$ cat src/rtl/refresh_scheduler_pkg.sv
// ---------------------------------------------------------------------------
// refresh_sched_pkg
//   Shared definitions for the refresh scheduler:
//     - DRAM command opcodes driven on cmd_op
//     - FSM state encoding
//     - width helper for the refresh-debt counter
//   No ports (package).
// ---------------------------------------------------------------------------
package refresh_sched_pkg;

   localparam logic [2:0] CMD_NOP           = 3'd0;
   localparam logic [2:0] CMD_READ          = 3'd1;
   localparam logic [2:0] CMD_WRITE         = 3'd2;
   localparam logic [2:0] CMD_PRECHARGE_ALL = 3'd3;
   localparam logic [2:0] CMD_REFRESH       = 3'd4;

   typedef enum logic [2:0] {
      ST_IDLE,
      ST_HOST_CMD,
      ST_HOST_WAIT,
      ST_PRE,
      ST_TRP_WAIT,
      ST_REF,
      ST_TRFC_WAIT
   } state_e;

   // Bits needed to hold a debt value in 0..max_owed.
   function automatic int unsigned owed_width(input int unsigned max_owed);
      return $clog2(max_owed + 1);
   endfunction

   // Debt width for the default saturation limit of 8.
   localparam int unsigned OWED_W = owed_width(8);

endpackage

$ cat src/rtl/refresh_debt_counter.sv
// ---------------------------------------------------------------------------
// refresh_debt_counter
//   Free-running TREFI interval timer plus the saturating refresh-debt count.
//   Every TREFI cycles one more refresh is owed; a completed refresh (i_dec)
//   pays one back. A tick that arrives with the debt already at MAX_OWED is
//   lost and latches the sticky overflow flag.
// Ports
//   i_clk       clock
//   i_rst_n     async active-low reset
//   i_dec       1-cycle pulse: a refresh has just completed
//   o_owed      current refresh debt, 0..MAX_OWED
//   o_overflow  sticky: tick seen while debt was saturated
// ---------------------------------------------------------------------------
module refresh_debt_counter #(
   parameter int unsigned TREFI    = 7800,
   parameter int unsigned MAX_OWED = 8,
   parameter int unsigned OWED_W   = $clog2(MAX_OWED + 1)
) (
   input  logic              i_clk,
   input  logic              i_rst_n,
   input  logic              i_dec,
   output logic [OWED_W-1:0] o_owed,
   output logic              o_overflow
);

   localparam int unsigned       TICK_W    = (TREFI > 1) ? $clog2(TREFI) : 1;
   localparam logic [TICK_W-1:0] TICK_LAST = TICK_W'(TREFI - 1);
   localparam logic [OWED_W-1:0] OWED_MAX  = OWED_W'(MAX_OWED);

   logic [TICK_W-1:0] r_tick_cnt;
   logic [OWED_W-1:0] r_owed;
   logic              r_overflow;
   logic              w_tick;

   assign w_tick     = (r_tick_cnt == TICK_LAST);
   assign o_owed     = r_owed;
   assign o_overflow = r_overflow;

   // NOTE: clocked state uses non-blocking assignments so every register
   // samples pre-edge values, independent of statement order.
   always_ff @(posedge i_clk or negedge i_rst_n) begin
      if (!i_rst_n) begin
         r_tick_cnt <= '0;
         r_owed     <= '0;
         r_overflow <= 1'b0;
      end else begin
         r_tick_cnt <= w_tick ? '0 : r_tick_cnt + 1'b1;

         if (w_tick && (r_owed == OWED_MAX))
            r_overflow <= 1'b1;

         // A tick and a completion in the same cycle cancel out.
         if (w_tick && !i_dec) begin
            if (r_owed != OWED_MAX)
               r_owed <= r_owed + 1'b1;
         end else if (i_dec && !w_tick) begin
            if (r_owed != '0)
               r_owed <= r_owed - 1'b1;
         end
      end
   end

endmodule

$ cat src/rtl/refresh_scheduler.sv
// ---------------------------------------------------------------------------
// refresh_scheduler
//   Shares one DRAM command port between host accesses and periodic refresh.
//   Refresh is deferred while the host has a request pending, unless the
//   debt has reached URGENT; then PRECHARGE_ALL + REFRESH pre-empt the host.
//   Host accesses in flight (command or completion wait) are never broken.
// Ports
//   sys_clk, sys_rst_n            clock, async active-low reset
//   host_req_valid/ready/we/addr  host request (ready is combinational)
//   mem_done                      1-cycle pulse: host access complete
//   cmd_valid/ready/op/addr       DRAM command channel (registered outputs)
//   refresh_busy                  high from PRE through the TRFC wait
//   owed_cnt                      current refresh debt
//   refresh_overflow              sticky: debt tick lost at saturation
// ---------------------------------------------------------------------------
module refresh_scheduler
   import refresh_sched_pkg::*;
#(
   parameter  int unsigned ADDR_W    = 24,
   parameter  int unsigned TREFI     = 7800,
   parameter  int unsigned TRP       = 3,
   parameter  int unsigned TRFC      = 350,
   parameter  int unsigned MAX_OWED  = 8,
   parameter  int unsigned URGENT    = 4,
   localparam int unsigned OWED_BITS = owed_width(MAX_OWED)
) (
   input  logic                 sys_clk,
   input  logic                 sys_rst_n,
   input  logic                 host_req_valid,
   output logic                 host_req_ready,
   input  logic                 host_req_we,
   input  logic [ADDR_W-1:0]    host_req_addr,
   input  logic                 mem_done,
   output logic                 cmd_valid,
   input  logic                 cmd_ready,
   output logic [2:0]           cmd_op,
   output logic [ADDR_W-1:0]    cmd_addr,
   output logic                 refresh_busy,
   output logic [OWED_BITS-1:0] owed_cnt,
   output logic                 refresh_overflow
);

   localparam int unsigned WAIT_MAX = (TRP > TRFC) ? TRP : TRFC;
   localparam int unsigned WAIT_W   = $clog2(WAIT_MAX + 1);

   state_e              r_state;
   logic                r_cmd_valid;
   logic [2:0]          r_cmd_op;
   logic [ADDR_W-1:0]   r_cmd_addr;
   logic                r_busy;
   logic [WAIT_W-1:0]   r_wait;

   logic [OWED_BITS-1:0] w_owed;
   logic                 w_overflow;
   logic                 w_urgent;
   logic                 w_want_ref;
   logic                 w_dec;

   refresh_debt_counter #(
      .TREFI    (TREFI),
      .MAX_OWED (MAX_OWED),
      .OWED_W   (OWED_BITS)
   ) u_debt (
      .i_clk      (sys_clk),
      .i_rst_n    (sys_rst_n),
      .i_dec      (w_dec),
      .o_owed     (w_owed),
      .o_overflow (w_overflow)
   );

   // Refresh wins in IDLE when it is urgent, or when there is debt and the
   // host has nothing waiting.
   assign w_urgent   = (w_owed >= OWED_BITS'(URGENT));
   assign w_want_ref = (w_owed != '0) && (w_urgent || !host_req_valid);

   // NOTE: combinational outputs are plain continuous assigns, so every
   // path is fully specified and no latch can be inferred.
   assign host_req_ready = (r_state == ST_IDLE) && host_req_valid && !w_want_ref;

   // Debt is paid back on the last TRFC wait cycle, the same edge that
   // returns the FSM to IDLE.
   assign w_dec = (r_state == ST_TRFC_WAIT) && (r_wait == '0);

   assign cmd_valid        = r_cmd_valid;
   assign cmd_op           = r_cmd_op;
   assign cmd_addr         = r_cmd_addr;
   assign refresh_busy     = r_busy;
   assign owed_cnt         = w_owed;
   assign refresh_overflow = w_overflow;

   always_ff @(posedge sys_clk or negedge sys_rst_n) begin
      if (!sys_rst_n) begin
         r_state     <= ST_IDLE;
         r_cmd_valid <= 1'b0;
         r_cmd_op    <= CMD_NOP;
         r_cmd_addr  <= '0;
         r_busy      <= 1'b0;
         r_wait      <= '0;
      end else begin
         case (r_state)
            ST_IDLE: begin
               if (w_want_ref) begin
                  r_state     <= ST_PRE;
                  r_cmd_valid <= 1'b1;
                  r_cmd_op    <= CMD_PRECHARGE_ALL;
                  r_cmd_addr  <= '0;
                  r_busy      <= 1'b1;
               end else if (host_req_valid) begin
                  r_state     <= ST_HOST_CMD;
                  r_cmd_valid <= 1'b1;
                  r_cmd_op    <= host_req_we ? CMD_WRITE : CMD_READ;
                  r_cmd_addr  <= host_req_addr;
               end
            end
            ST_HOST_CMD: begin
               if (cmd_ready) begin
                  r_state     <= ST_HOST_WAIT;
                  r_cmd_valid <= 1'b0;
                  r_cmd_op    <= CMD_NOP;
                  r_cmd_addr  <= '0;
               end
            end
            ST_HOST_WAIT: begin
               if (mem_done)
                  r_state <= ST_IDLE;
            end
            ST_PRE: begin
               if (cmd_ready) begin
                  r_state     <= ST_TRP_WAIT;
                  r_cmd_valid <= 1'b0;
                  r_cmd_op    <= CMD_NOP;
                  r_wait      <= WAIT_W'(TRP - 1);
               end
            end
            ST_TRP_WAIT: begin
               if (r_wait == '0) begin
                  r_state     <= ST_REF;
                  r_cmd_valid <= 1'b1;
                  r_cmd_op    <= CMD_REFRESH;
               end else begin
                  r_wait <= r_wait - 1'b1;
               end
            end
            ST_REF: begin
               if (cmd_ready) begin
                  r_state     <= ST_TRFC_WAIT;
                  r_cmd_valid <= 1'b0;
                  r_cmd_op    <= CMD_NOP;
                  r_wait      <= WAIT_W'(TRFC - 1);
               end
            end
            ST_TRFC_WAIT: begin
               if (r_wait == '0) begin
                  r_state <= ST_IDLE;
                  r_busy  <= 1'b0;
               end else begin
                  r_wait <= r_wait - 1'b1;
               end
            end
            default: begin
               r_state     <= ST_IDLE;
               r_cmd_valid <= 1'b0;
               r_cmd_op    <= CMD_NOP;
               r_busy      <= 1'b0;
            end
         endcase
      end
   end

endmodule

$ cat config.mk
export PLATFORM = sky130hd
export DESIGN_NAME = refresh_scheduler
export DESIGN_NICKNAME = d
export VERILOG_FILES = /design/src/rtl/refresh_scheduler_pkg.sv /design/src/rtl/refresh_debt_counter.sv /design/src/rtl/refresh_scheduler.sv
export SDC_FILE = /design/constraint.sdc
export NUM_CORES = 1
export LEC_CHECK = 0
export CORE_UTILIZATION = 55
export DETAILED_ROUTE_END_ITERATION = 8
export PLACE_DENSITY = 0.95
export SLEW_MARGIN = 40
export SYNTH_ARGS = -nofsm -noshare
export SYNTH_HDL_FRONTEND = slang
export SYNTH_HIERARCHICAL = 1
export SYNTH_SLANG_ARGS = --single-unit
$ cat constraint.sdc
create_clock -name sys_clk -period 4.28 [get_ports sys_clk]
set_clock_uncertainty 0.05 [all_clocks]
set_input_delay 1.07 -clock sys_clk [delete_from_list [all_inputs] [get_ports sys_clk]]
set_output_delay 1.07 -clock sys_clk [all_outputs]
set_load 0.01 [all_outputs]
==> flow_summary.yaml <==
run_status:
  status: "finished, final reports clean"
timing:
  setup_violations: 0
  worst_slew_pin_slew_ns: 0.6793
  max_freq_mhz: 283.4
  fin_hold_ws_ns: 0.4078
  relSlewSlack_pct: 54.71
  rsz0062_at_grt: "false"
  hold_viol_final: 0
  fin_crit_sh_pct: 82.43
  slew_viol_final: 0
  setup_ws_ns: 0.7520
  fin_tns_setup_ns: 0
  period_minus_slack_ns: 3.528
power_and_ir_drop:
  peakVddDrop_v: 0.0004113
  cellPowerDensity_nw_per_um2: 600.8
  leakage_nw: 1.659
drt:
  firstDrtPassIters: 7
  wl_met2_mm: 3.373
  drtIter0Drc: 161
  highest_layer: "met4"
  via_per_inst: 5.920
  wirelength_mm: 7.102
  vias: 2652
  routedWlPerCell_um: 15.85
  ant_nets: 0
  wl_met1_mm: 3.115
  drc: 0
  dr_wl_met3_um: 483
floorplanning:
  initial_core_util_pct: 57.86
  die_h_um: 75.77
  die_area_um2: 5740
  io_pins: 65
  core.rowCount: 26
  die_x_um: 75.77
  coreArea_um2: 5172
worst_setup_path:
  required_ns: 3.16
  cp.arrival_ns: 2.41
  criticalPathCategory: "in2out"
  startpoint_type: "input pin"
  worst-path-max-fanout: 5
  end_kind: "output port"
synthesis:
  synth_ff_type: "dfrtp_1"
  async_reset_ff_share_pct: 100.0
  synthCells: 315
  synth_edf_count: 0
  synthXorXnorAreaFrac_pct: 3.804
  netlist-cell-type-count: 56
  synth.mux.area_fraction_pct: 1.338
  yosysWarningCount: 6
  syn_area_um2: 2993
  avgSynthCellArea_um2: 9.501
  syn-num-nets: 351
  synthAdderAreaFrac_pct: 2.759
  synth_top_family_by_area: "compound AO/OA/AOI/OAI gates"
  ys_ff_latch: 59
  synth-compound-area-share_pct: 19.61
  yosys.area_share.simple_pct: 18.52
  synth_seq_area_share_pct: 49.33
clock_tree:
  clock_path_buffers: 2
  ctsHoldBuffers: 0
  clockRootBuffer: "clkbuf_8"
  post-cts-setup-buffers: 0
  cts.sinks: 59
  postCtsResizedCells: 0
  cts_max_level: 3
  cts_tree: "yes"
  clock_latency_ns: 0.34
  cts_made_buffers: 9
  path_clk_slew_ns: 0.07
finish:
  antenna_cells: 0
  drive_gt1_share_pct: 8.995
  fin_util_pct: 73.51
  nets: 409
  final_cell_count_no_fill: 448
  fill_cells: 337
  area_growth_pct: 27.05
  final_common_cell: "clkdlybuf4s50_1"
  layout_common_cells: "clkdlybuf4s50_1 (63), o21ai_0 (60), dfrtp_1 (59)"
hold_path:
  hold_path_class: "reg2reg"
grt:
  grt.overflow.total: 0
  grt_usage_pct: 26.97
  grt_antenna_before_repair: 0
  grt_pass1_vias: 2526
  grt_max_degree: 42
  grt_pass1_wl_mm: 11.52
place:
  portBuffers: 64
  pre_cts_slack_ns: 0.8030
  dp.cells: 432
  place_hpwl_mm: 4.686
  place_congestion: 0.8294
job:
  cap_violations: 0
==> area by class of cell <==
cell class | count | area (um2) | share of cell area [%]
Clock buffer | 10 | 127.6 | 3.356
Clock inverter | 6 | 42.54 | 1.119
Inverter | 12 | 45.04 | 1.185
Multi-Input combinational cell | 226 | 1378 | 36.23
Sequential cell | 59 | 1476 | 38.83
Tap cell | 70 | 87.58 | 2.303
Timing Repair Buffer | 65 | 645.6 | 16.98
==> Yosys cell counts (2+ instances only) <==
| cell | number | area share [%] |
|---|---|---|
| or3_1 | 2 | 0.42 |
| nor3_1 | 5 | 0.84 |
| or4_1 | 2 | 0.50 |
| clkbuf_1 | 14 | 1.8 |
| nor2b_1 | 4 | 0.84 |
| a21oi_1 | 15 | 2.5 |
| o21ai_0 | 60 | 10 |
| mux2i_1 | 4 | 1.3 |
| nand3b_1 | 3 | 0.75 |
| ha_1 | 5 | 2.1 |
| nand2b_1 | 2 | 0.42 |
| nor2_1 | 17 | 2.1 |
| and3_1 | 8 | 1.7 |
| nand2_1 | 36 | 4.5 |
| nor4_1 | 2 | 0.42 |
| o2bb2ai_1 | 2 | 0.59 |
| or2_2 | 2 | 0.42 |
| inv_1 | 12 | 1.5 |
| nand3_1 | 9 | 1.5 |
| o31ai_1 | 2 | 0.50 |
| xnor2_1 | 6 | 1.8 |
| and4_1 | 2 | 0.59 |
| dfrtp_1 | 59 | 49 |
| xor2_1 | 7 | 2.0 |
| o311ai_0 | 2 | 0.59 |
| buf_6 | 3 | 1.1 |
==> power breakdown <==
group          internal (mW)  total (mW)  switching (mW)  leakage (nW)
Combinational          0.459       0.956           0.496         0.823
Clock                  0.210       0.444           0.234        0.0822
Sequential             0.724       0.885           0.162         0.754
Total                   1.39        2.28           0.892          1.66
==> final timing paths <==
check	startpoint	endpoint	depth (start not counted)	slack (ns)
setup / recovery	host_req_valid	host_req_ready	3	0.75
hold / removal	u_debt/r_tick_cnt[0]$_DFF_PN0_	u_debt/r_tick_cnt[0]$_DFF_PN0_	1	0.41
setup reg to reg	r_wait[0]$_DFFE_PN0P_	u_debt/o_owed[3]$_DFFE_PN0P_	12	1.49
hold reg to reg	u_debt/r_tick_cnt[0]$_DFF_PN0_	u_debt/r_tick_cnt[0]$_DFF_PN0_	1	0.41
max in group asynchronous	sys_rst_n	u_debt/o_owed[1]$_DFFE_PN0P_	2	2.87
min in group asynchronous	sys_rst_n	refresh_busy$_DFFE_PN0P_	1	0.65
==> per-layer routing <==
layer  global-route usage (%)  up-vias
met4                    11.52        0
met2                    41.20      110
met1                    36.59     1300
met5                        0        -
li1                         -     1226
met3                    6.878       16
==> stage by stage <==
stage	cell area, um2	power, mW
after floorplan	2993	1.422
final	3802	2.284
after detailed placement	3632	1.823
after global routing	3802	2.423
after CTS	3802	2.276
after global placement	3630	1.778
==> worst max-delay path, stage by stage <==
cell             delay (ns)
clkdlybuf4s50_1        0.58
and3_1                 0.21
clkdlybuf4s50_1        0.54
==> flip-flops by register name (all words and copies together) (netlist names) <==
name	flops
cmd_addr	24
cmd_op	3
cmd_valid	1
r_state	3
r_wait	9
refresh_busy	1
u_debt/o_overflow	1
u_debt/o_owed	4
u_debt/r_tick_cnt	13
==> cell families after synthesis <==
logic type	Yosys count
compound gates	98
xor+xnor	13
fa+ha+maj	6
buf+inv	30
flops	59
mux	4
simple gates	105
Note: power is estimated with default switching activity, not from simulation.
